<file path="config.mk">
export PLATFORM = sky130hd
export DESIGN_NAME = leer_cache
export DESIGN_NICKNAME = d
export VERILOG_FILES = /design/src/rtl/leer_cache.sv
export SDC_FILE = /design/constraint.sdc
export NUM_CORES = 1
export LEC_CHECK = 0
export CELL_PAD_IN_SITES_DETAIL_PLACEMENT = 0
export CELL_PAD_IN_SITES_GLOBAL_PLACEMENT = 2
export CORE_MARGIN = 2
export CORE_UTILIZATION = 40
export DETAILED_ROUTE_END_ITERATION = 7
export GPL_TIMING_DRIVEN = 0
export PLACE_DENSITY_LB_ADDON = 0.1
export SLEW_MARGIN = 5
export SYNTH_ARGS = -nofsm -noshare
export SYNTH_HDL_FRONTEND = slang
export SYNTH_SLANG_ARGS = --single-unit
</file>
<file path="constraint.sdc">
create_clock -name i_clk -period 4.75 [get_ports i_clk]
set_input_delay 1.425 -clock i_clk [delete_from_list [all_inputs] [get_ports i_clk]]
set_output_delay 1.425 -clock i_clk [all_outputs]
set_load 0.03 [all_outputs]
</file>
<file path="src/rtl/leer_cache.sv">
// leer_cache: read-side controller for a 4-set, 4-way cache.
// Looks up requests in local tag/valid/data storage, fetches misses from
// memory over a req/ack handshake and refills the way chosen by the
// external round-robin replacement block.
module leer_cache #(
    parameter int unsigned TAG_W  = 6,
    parameter int unsigned DATA_W = 8
) (
    input  logic                i_clk,
    input  logic                i_rst_n,
    input  logic                i_rd_req,
    input  logic [TAG_W+1:0]    i_addr,
    output logic                o_busy,
    output logic                o_rd_valid,
    output logic                o_hit,
    output logic [DATA_W-1:0]   o_rd_data,
    output logic                o_mem_req,
    output logic [TAG_W+1:0]    o_mem_addr,
    input  logic                i_mem_ack,
    input  logic [DATA_W-1:0]   i_mem_data,
    output logic                o_modify,
    output logic                o_block,
    output logic [1:0]          o_index,
    input  logic [3:0]          i_en_wr
);

    localparam int unsigned ADDR_W = TAG_W + 2;
    localparam int unsigned NSETS  = 4;
    localparam int unsigned NWAYS  = 4;

    typedef enum logic [1:0] {
        S_IDLE,
        S_LOOKUP,
        S_MISS,
        S_REFILL
    } state_t;

    state_t              state_q, state_d;
    logic [ADDR_W-1:0]   addr_q, addr_d;
    logic [DATA_W-1:0]   fill_q, fill_d;
    logic [DATA_W-1:0]   rd_data_q, rd_data_d;
    logic                busy_q, busy_d;
    logic                rd_valid_q, rd_valid_d;
    logic                hit_q, hit_d;
    logic                mem_req_q, mem_req_d;
    logic                modify_q, modify_d;
    logic                block_q, block_d;

    logic [NWAYS-1:0]    valid_q [NSETS];
    logic [TAG_W-1:0]    tag_q   [NSETS][NWAYS];
    logic [DATA_W-1:0]   data_q  [NSETS][NWAYS];

    logic [1:0]          set_c;
    logic [TAG_W-1:0]    tag_c;
    logic                wr_c;
    logic                hit_c;
    logic [DATA_W-1:0]   hit_data_c;

    assign set_c = addr_q[1:0];
    assign tag_c = addr_q[ADDR_W-1:2];
    assign wr_c  = (state_q == S_REFILL);

    // Tag compare across the latched set; lowest-numbered matching way wins.
    always_comb begin
        hit_c      = 1'b0;
        hit_data_c = '0;
        for (int w = 0; w < int'(NWAYS); w++) begin
            if (!hit_c && valid_q[set_c][w] && (tag_q[set_c][w] == tag_c)) begin
                hit_c      = 1'b1;
                hit_data_c = data_q[set_c][w];
            end
        end
    end

    // Valid bits: cleared by reset, set for every enabled way on refill.
    always_ff @(posedge i_clk or negedge i_rst_n) begin
        if (!i_rst_n) begin
            for (int s = 0; s < int'(NSETS); s++) begin
                valid_q[s] <= '0;
            end
        end else if (wr_c) begin
            valid_q[set_c] <= valid_q[set_c] | i_en_wr;
        end
    end

    // Tag and data arrays are not reset; written only for enabled ways on refill.
    always_ff @(posedge i_clk) begin
        if (wr_c) begin
            for (int w = 0; w < int'(NWAYS); w++) begin
                if (i_en_wr[w]) begin
                    tag_q[set_c][w]  <= tag_c;
                    data_q[set_c][w] <= fill_q;
                end
            end
        end
    end

    // State and output registers.
    always_ff @(posedge i_clk or negedge i_rst_n) begin
        if (!i_rst_n) begin
            state_q    <= S_IDLE;
            addr_q     <= '0;
            fill_q     <= '0;
            rd_data_q  <= '0;
            busy_q     <= 1'b0;
            rd_valid_q <= 1'b0;
            hit_q      <= 1'b0;
            mem_req_q  <= 1'b0;
            modify_q   <= 1'b0;
            block_q    <= 1'b0;
        end else begin
            state_q    <= state_d;
            addr_q     <= addr_d;
            fill_q     <= fill_d;
            rd_data_q  <= rd_data_d;
            busy_q     <= busy_d;
            rd_valid_q <= rd_valid_d;
            hit_q      <= hit_d;
            mem_req_q  <= mem_req_d;
            modify_q   <= modify_d;
            block_q    <= block_d;
        end
    end

    // Next-state and next-output logic; state-decoded outputs are computed
    // from the next state so they are registered yet aligned with the state.
    always_comb begin
        state_d    = state_q;
        addr_d     = addr_q;
        fill_d     = fill_q;
        rd_data_d  = rd_data_q;
        rd_valid_d = 1'b0;
        hit_d      = hit_q;
        mem_req_d  = mem_req_q;

        case (state_q)
            S_IDLE: begin
                if (i_rd_req) begin
                    addr_d  = i_addr;
                    state_d = S_LOOKUP;
                end
            end
            S_LOOKUP: begin
                if (hit_c) begin
                    rd_valid_d = 1'b1;
                    hit_d      = 1'b1;
                    rd_data_d  = hit_data_c;
                    state_d    = S_IDLE;
                end else begin
                    mem_req_d  = 1'b1;
                    state_d    = S_MISS;
                end
            end
            S_MISS: begin
                if (i_mem_ack) begin
                    fill_d    = i_mem_data;
                    mem_req_d = 1'b0;
                    state_d   = S_REFILL;
                end
            end
            S_REFILL: begin
                rd_valid_d = 1'b1;
                hit_d      = 1'b0;
                rd_data_d  = fill_q;
                state_d    = S_IDLE;
            end
            default: begin
                state_d = S_IDLE;
            end
        endcase

        busy_d   = (state_d != S_IDLE);
        modify_d = (state_d == S_REFILL);
        block_d  = (state_d == S_REFILL);
    end

    assign o_busy     = busy_q;
    assign o_rd_valid = rd_valid_q;
    assign o_hit      = hit_q;
    assign o_rd_data  = rd_data_q;
    assign o_mem_req  = mem_req_q;
    assign o_mem_addr = addr_q;
    assign o_modify   = modify_q;
    assign o_block    = block_q;
    assign o_index    = addr_q[1:0];

endmodule
</file>
==> flow_summary.ini, run 1 <==
[timing]
grt_setup_unrepaired = false
hold_ws_ps = 484.8
tns_ps = 0
skew_ps = 12.31
fin_crit_sh_pct = 81.71
slew_headroom_pct = 37.39
finalMaxSlewViolations = 0
setup_slack_ps = 868.8
worst_pin_slew_ps = 939.2
hold_viol = 0
clock.fmax_mhz = 257.7
setup_viol = 0
fin_crit_ps = 3881

[setup_path]
critPathKind = reg -> reg
start_kind = flop
required_ps = 4910
cp.arrival_ps = 4040
end_kind = flop
crit_fanout = 14

[clock_network]
clockBufferDepth = 3
hold_buffers = 0
cts_root_buf = clkbuf_16
clk_latency_ps = 550
postCtsSetupBuffers = 0
numCtsBuffers = 29
ctsHtreeMaxLevel = 1
cts_tree = done
cts_sinks = 271
cts-resized-gates = 0
path_clk_slew_ps = 60

[status]
status = finished, final reports clean

[global_routing]
antenna_found_initial = 0
grt_first_pass_wirelength_um = 38010
overflow = 0
grt_pass1_vias = 5885
grt.total_usage_pct = 18.29
grt_max_degree = 31

[logic_synthesis]
synth_cell_types = 48
synth_seq_cells = 271
yosys.area.top_type_share_pct = 61.89
syn_nets = 633
synth_edf_count = 224
synth_ff_type = edfxtp_1
post_synth_instance_area_um2 = 10870
yosys-top-cells-area = edfxtp_1, dfrtp_1, mux4_2
synth_warnings = 0
synth.largest_area_cell = edfxtp_1
async_flop_share_pct = 17.34
synthCells = 609
ys_seq_area_share_pct = 72.71
syn_area_per_cell_um2 = 17.85

[placed_design]
gp_congestion = 0.7257
dp_hpwl_um = 16500
pre_cts_ws_ps = 760.1
io_buffers = 47

[floorplan]
core_um2 = 26800
fp.dieArea_um2 = 28510
rows = 60
io_pins = 48
start_util_pct = 40.56
fp.dieW_um = 168.8
die_h_um = 168.8

[routing]
drtIter0Drc = 366
drc = 0
firstDrtPassIters = 6
vias = 5700
drt_wl_total_um = 25240
antenna_left = 0
avgViaCountPerCell = 5.423
wl_per_cell_um = 24.01

[cells_and_area]
nets = 712
drive_gt1_share_pct = 18.59
final_common_cell = edfxtp_1
mostFrequentLayoutCells = edfxtp_1, mux4_2, dfrtp_1
area_growth_pct = 17.98
antenna_cells = 0

[power]
finalPower_w = 0.008569
powerDensity_nw_per_um2 = 668.2
peakVddDrop_mv = 0.3443
p_leak_nw = 4.487

[hold_path]
hold_path_class = reg -> reg

[run]
drv_cap = 0
-- Yosys cell counts (3+ instances only) --
cell type and n:
buf_6 3, a21oi_1 8, buf_1 5, o221a_1 8
buf_4 5, dfrtp_1 47, nor2_1 28, nor2b_1 10
buf_2 10, nand2_1 42, nand3_1 7, a22oi_1 8
edfxtp_1 224, nand4_1 3, o21ai_0 14, xnor2_1 14
mux2_2 9, a211oi_1 8, mux2i_1 20, and2_1 8
clkbuf_1 10, xor2_1 14, inv_1 18, and3_1 8
mux4_2 49, nor3_1 4
-- layout make-up --
cell class              instances  area (µm²)
fillers                      2200       13980
flip-flops and latches        271        7903
multi-input cells             284        2693
clock buffers                  32       747.0
repair buffers                 48       485.5
well taps                     341       426.7
clock inverters                21       290.3
plain buffers                  35       207.7
inverters                      19       71.32
-- metrics by stage --
| step | utilization, % | instance area (µm²) | cells |
|---|---|---|---|
| 6_report | 47.85 | 12820 | 1051 |
| 5_1_grt | 47.85 | 12820 | 1051 |
| 4_1_cts | 47.85 | 12820 | 1051 |
| 3_5_place_dp | 43.98 | 11790 | 998 |
| 3_3_place_gp | 43.90 | 11770 | 997 |
| 2_1_floorplan | - | 10870 | 609 |
-- critical path: stages (launching register included) --
cell and delay (ps):
dfrtp_1 400, buf_6 220, buf_8 190, buf_2 310, buf_2 390, buf_2 440
clkbuf_1 400, and4_1 350, and2_1 770
-- sequential cells by signal (all words and copies together), names as in the netlist --
name,flops
data_q,128
o_hit,1
state_q,2
o_rd_valid,1
o_busy,1
tag_q,96
o_mem_addr,8
valid_q,16
o_rd_data,8
o_mem_req,1
fill_q,8
o_block,1
-- power by group --
| part | switching, W | internal, W | leakage, nW |
|---|---|---|---|
| clock | 0.000913 | 0.00151 | 0.513 |
| sequential | 0.000437 | 0.00317 | 2.58 |
| combinational | 0.00143 | 0.00110 | 1.39 |
| total | 0.00278 | 0.00579 | 4.49 |
-- routing by layer --
metal	vias to the layer above	wire [µm]	GRT usage [%]
li1	2525	-	-
met1	2987	11780	27.38
met2	162	11750	28.58
met3	26	1428	3.180
met4	0	279	3.411
met5	-	0	0
-- logic make-up (layout without fill, tap and decap cells) --
group,after synthesis,after routing,synth area share (%)
and+or+nand+nor,120,120,5.284
xor gates and xnor gates,28,28,2.256
buffers and inverters,54,155,2.567
muxes,79,79,13.17
AOI/OAI and AO/OA,57,57,4.018
DFF,271,271,72.71
-- path summary, 6_finish.rpt --
| kind | startpoint | to | slack, ps | depth (start not counted) |
|---|---|---|---|---|
| worst max register to register | o_mem_addr[0] | tag_q[3][21] | 870 | 8 |
| min in group asynchronous | i_rst_n | fill_q[4] | 830 | 1 |
| worst min-delay path | valid_q[6] | valid_q[6] | 480 | 2 |
| max in group asynchronous | i_rst_n | o_mem_addr[1] | 3380 | 2 |
| worst max-delay path | o_mem_addr[0] | tag_q[3][21] | 870 | 8 |
| worst min register to register | valid_q[6] | valid_q[6] | 480 | 2 |
(Power assumes the default switching activity.)
==> run 2, diff against run 1 <==
- clock period: 4.75 -> 3.9 ns (I/O delays scaled with it)
==> run 2 against run 1 <==
Sequential power is 22% higher; power rose by 22%; clock-buffer cell count unchanged; die area did not move; first-iteration DRC count fell by 7.9%; largest power group unchanged.
==> flow_summary.ini, run 2 (same netlist as run 1, synthesis figures left out) <==
[clock_network]
cts_root_buf = clkbuf_16
clk_latency_ps = 550
clockBufferDepth = 3
path_clk_slew_ps = 60
hold_buffers = 0
numCtsBuffers = 29
cts_sinks = 271
ctsHtreeMaxLevel = 1
cts_tree = done

[cells_and_area]
final_core_util_pct = 47.88
instances_no_fill = 1051
final_common_cell = edfxtp_1
multi_input_area_um2 = 2700
num-fill-cells = 2198
final_area_um2 = 12830
nets = 712
top_register = data_q
antenna_cells = 0
top_regs = data_q x128, tag_q x96, valid_q x16
regArea_um2 = 7903
drive_gt1_share_pct = 19.44
mostFrequentLayoutCells = edfxtp_1, mux4_2, dfrtp_1
area_growth_pct = 18.05
largest_register_ff_count = 128

[timing]
skew_ps = 12.11
slew_headroom_pct = 39.44
fin_crit_sh_pct = 91.83
tns_ps = 0
finalMaxSlewViolations = 0
hold_viol = 0
grt_setup_unrepaired = false
fin_crit_ps = 3581
worst_pin_slew_ps = 908.4
clock.fmax_mhz = 279.2
setup_viol = 0

[setup_path]
cp.arrival_ps = 3760
reg2reg_to = tag_q[3][14]
critical-path-top-delay-family = buffers and inverters
cp_slowest_stage_delay_ps = 500
end_kind = flop
crit_fanout = 14
crit_top_cell = buf_2
cp.depth = 8
crit_chain = buf_6 -> buf_8 -> buf_2 -> buf_2 -> buf_2 -> clkbuf_1 -> and4_1 -> and2_2
worstRegToRegCells = 8
start_kind = flop
r2r_slack_ps = 320
required_ps = 4080
critPathKind = reg -> reg
worst_path_max_delay_cell = and2_2
critical_path_buf_inv_count = 6
worst_r2r_startpoint = o_mem_addr[0]

[floorplan]
io_pins = 48
die_h_um = 168.8
core_um2 = 26800
rows = 60
fp.dieW_um = 168.8
start_util_pct = 40.56
fp.dieArea_um2 = 28510

[global_routing]
antenna_found_initial = 0
grt.total_usage_pct = 18.29
overflow = 0
grt_max_degree = 31
grt_first_pass_wirelength_um = 38010
grt_pass1_vias = 5885

[placed_design]
io_buffers = 47
place_inst = 998
dp_hpwl_um = 16500
gp_congestion = 0.7257
placedInstanceArea_um2 = 11790

[routing]
wl_per_cell_um = 24.01
drt_wl_total_um = 25240
vias = 5696
drc = 0
drtIter0Drc = 337
antenna_left = 0
firstDrtPassIters = 5
avgViaCountPerCell = 5.420

[power]
p_leak_nw = 4.492
finalPower_w = 0.01044
powerDensity_nw_per_um2 = 813.4
peakVddDrop_mv = 0.4177

[hold_path]
min_from = valid_q[0]
hold_path_class = reg -> reg
holdPathStages = 2
hold_path_end = valid_q[0]

[run]
drv_cap = 0

[status]
status = finished, final reports clean
run 2: cell type report:
cell class              count  share of cell area [%]
flip-flops and latches    271                   61.59
multi-input cells         284                   21.04
clock buffers              32                   5.822
repair buffers             48                   3.784
well taps                 341                   3.325
clock inverters            21                   2.262
plain buffers              35                   1.619
inverters                  19                  0.5558
run 2: per-stage QoR:
| step | setup slack, ps | hold slack (ps) |
|---|---|---|
| 6_report | 318.6 | 480.1 |
| 5_1_grt | 43.86 | 511.7 |
| 4_1_cts | 16.84 | 480.2 |
| 3_5_place_dp | -89.86 | 466.8 |
| 3_3_place_gp | -3.120 | 454.1 |
| 2_1_floorplan | 945.1 | 441.6 |
run 2: report_power, final:
part / switching (W) / internal (W)
combinational: 0.00175 / 0.00134
sequential: 0.000529 / 0.00386
clock: 0.00111 / 0.00184
total: 0.00339 / 0.00705
run 2: worst reg2reg max path, stage by stage, from the launching register on:
cell	delay, ps
dfrtp_1	400
buf_6	220
buf_8	200
buf_2	320
buf_2	400
buf_2	440
clkbuf_1	390
and4_1	350
and2_2	500
run 2: metal layers:
layer / GRT usage (%) / up-vias / part of all wire (%)
met2: 28.58 / 174 / 47
li1: - / 2528 / -
met3: 3.180 / 24 / 5.8
met1: 27.38 / 2970 / 46
met4: 3.411 / 0 / 1.1
met5: 0 / - / 0
run 2: worst max path at each step:
| stage | endpoint | startpoint | slack [ps] |
|---|---|---|---|
| 3_3_place_gp | data_q[3][30] | o_mem_addr[0] | -3 |
| 3_5_place_dp | data_q[3][29] | o_mem_addr[0] | -90 |
| 5_1_grt | data_q[1][28] | o_mem_addr[0] | 40 |
| 6_report | tag_q[3][14] | o_mem_addr[0] | 320 |
| 2_1_floorplan | data_q[0][10] | o_mem_addr[0] | 950 |
| 4_1_cts | tag_q[0][16] | o_mem_addr[0] | 20 |
run 2: repair_timing:
item	in CTS	in global routing
endpoints found under the setup margin	43	28
gates resized for setup	4	2
buffers inserted	0	0
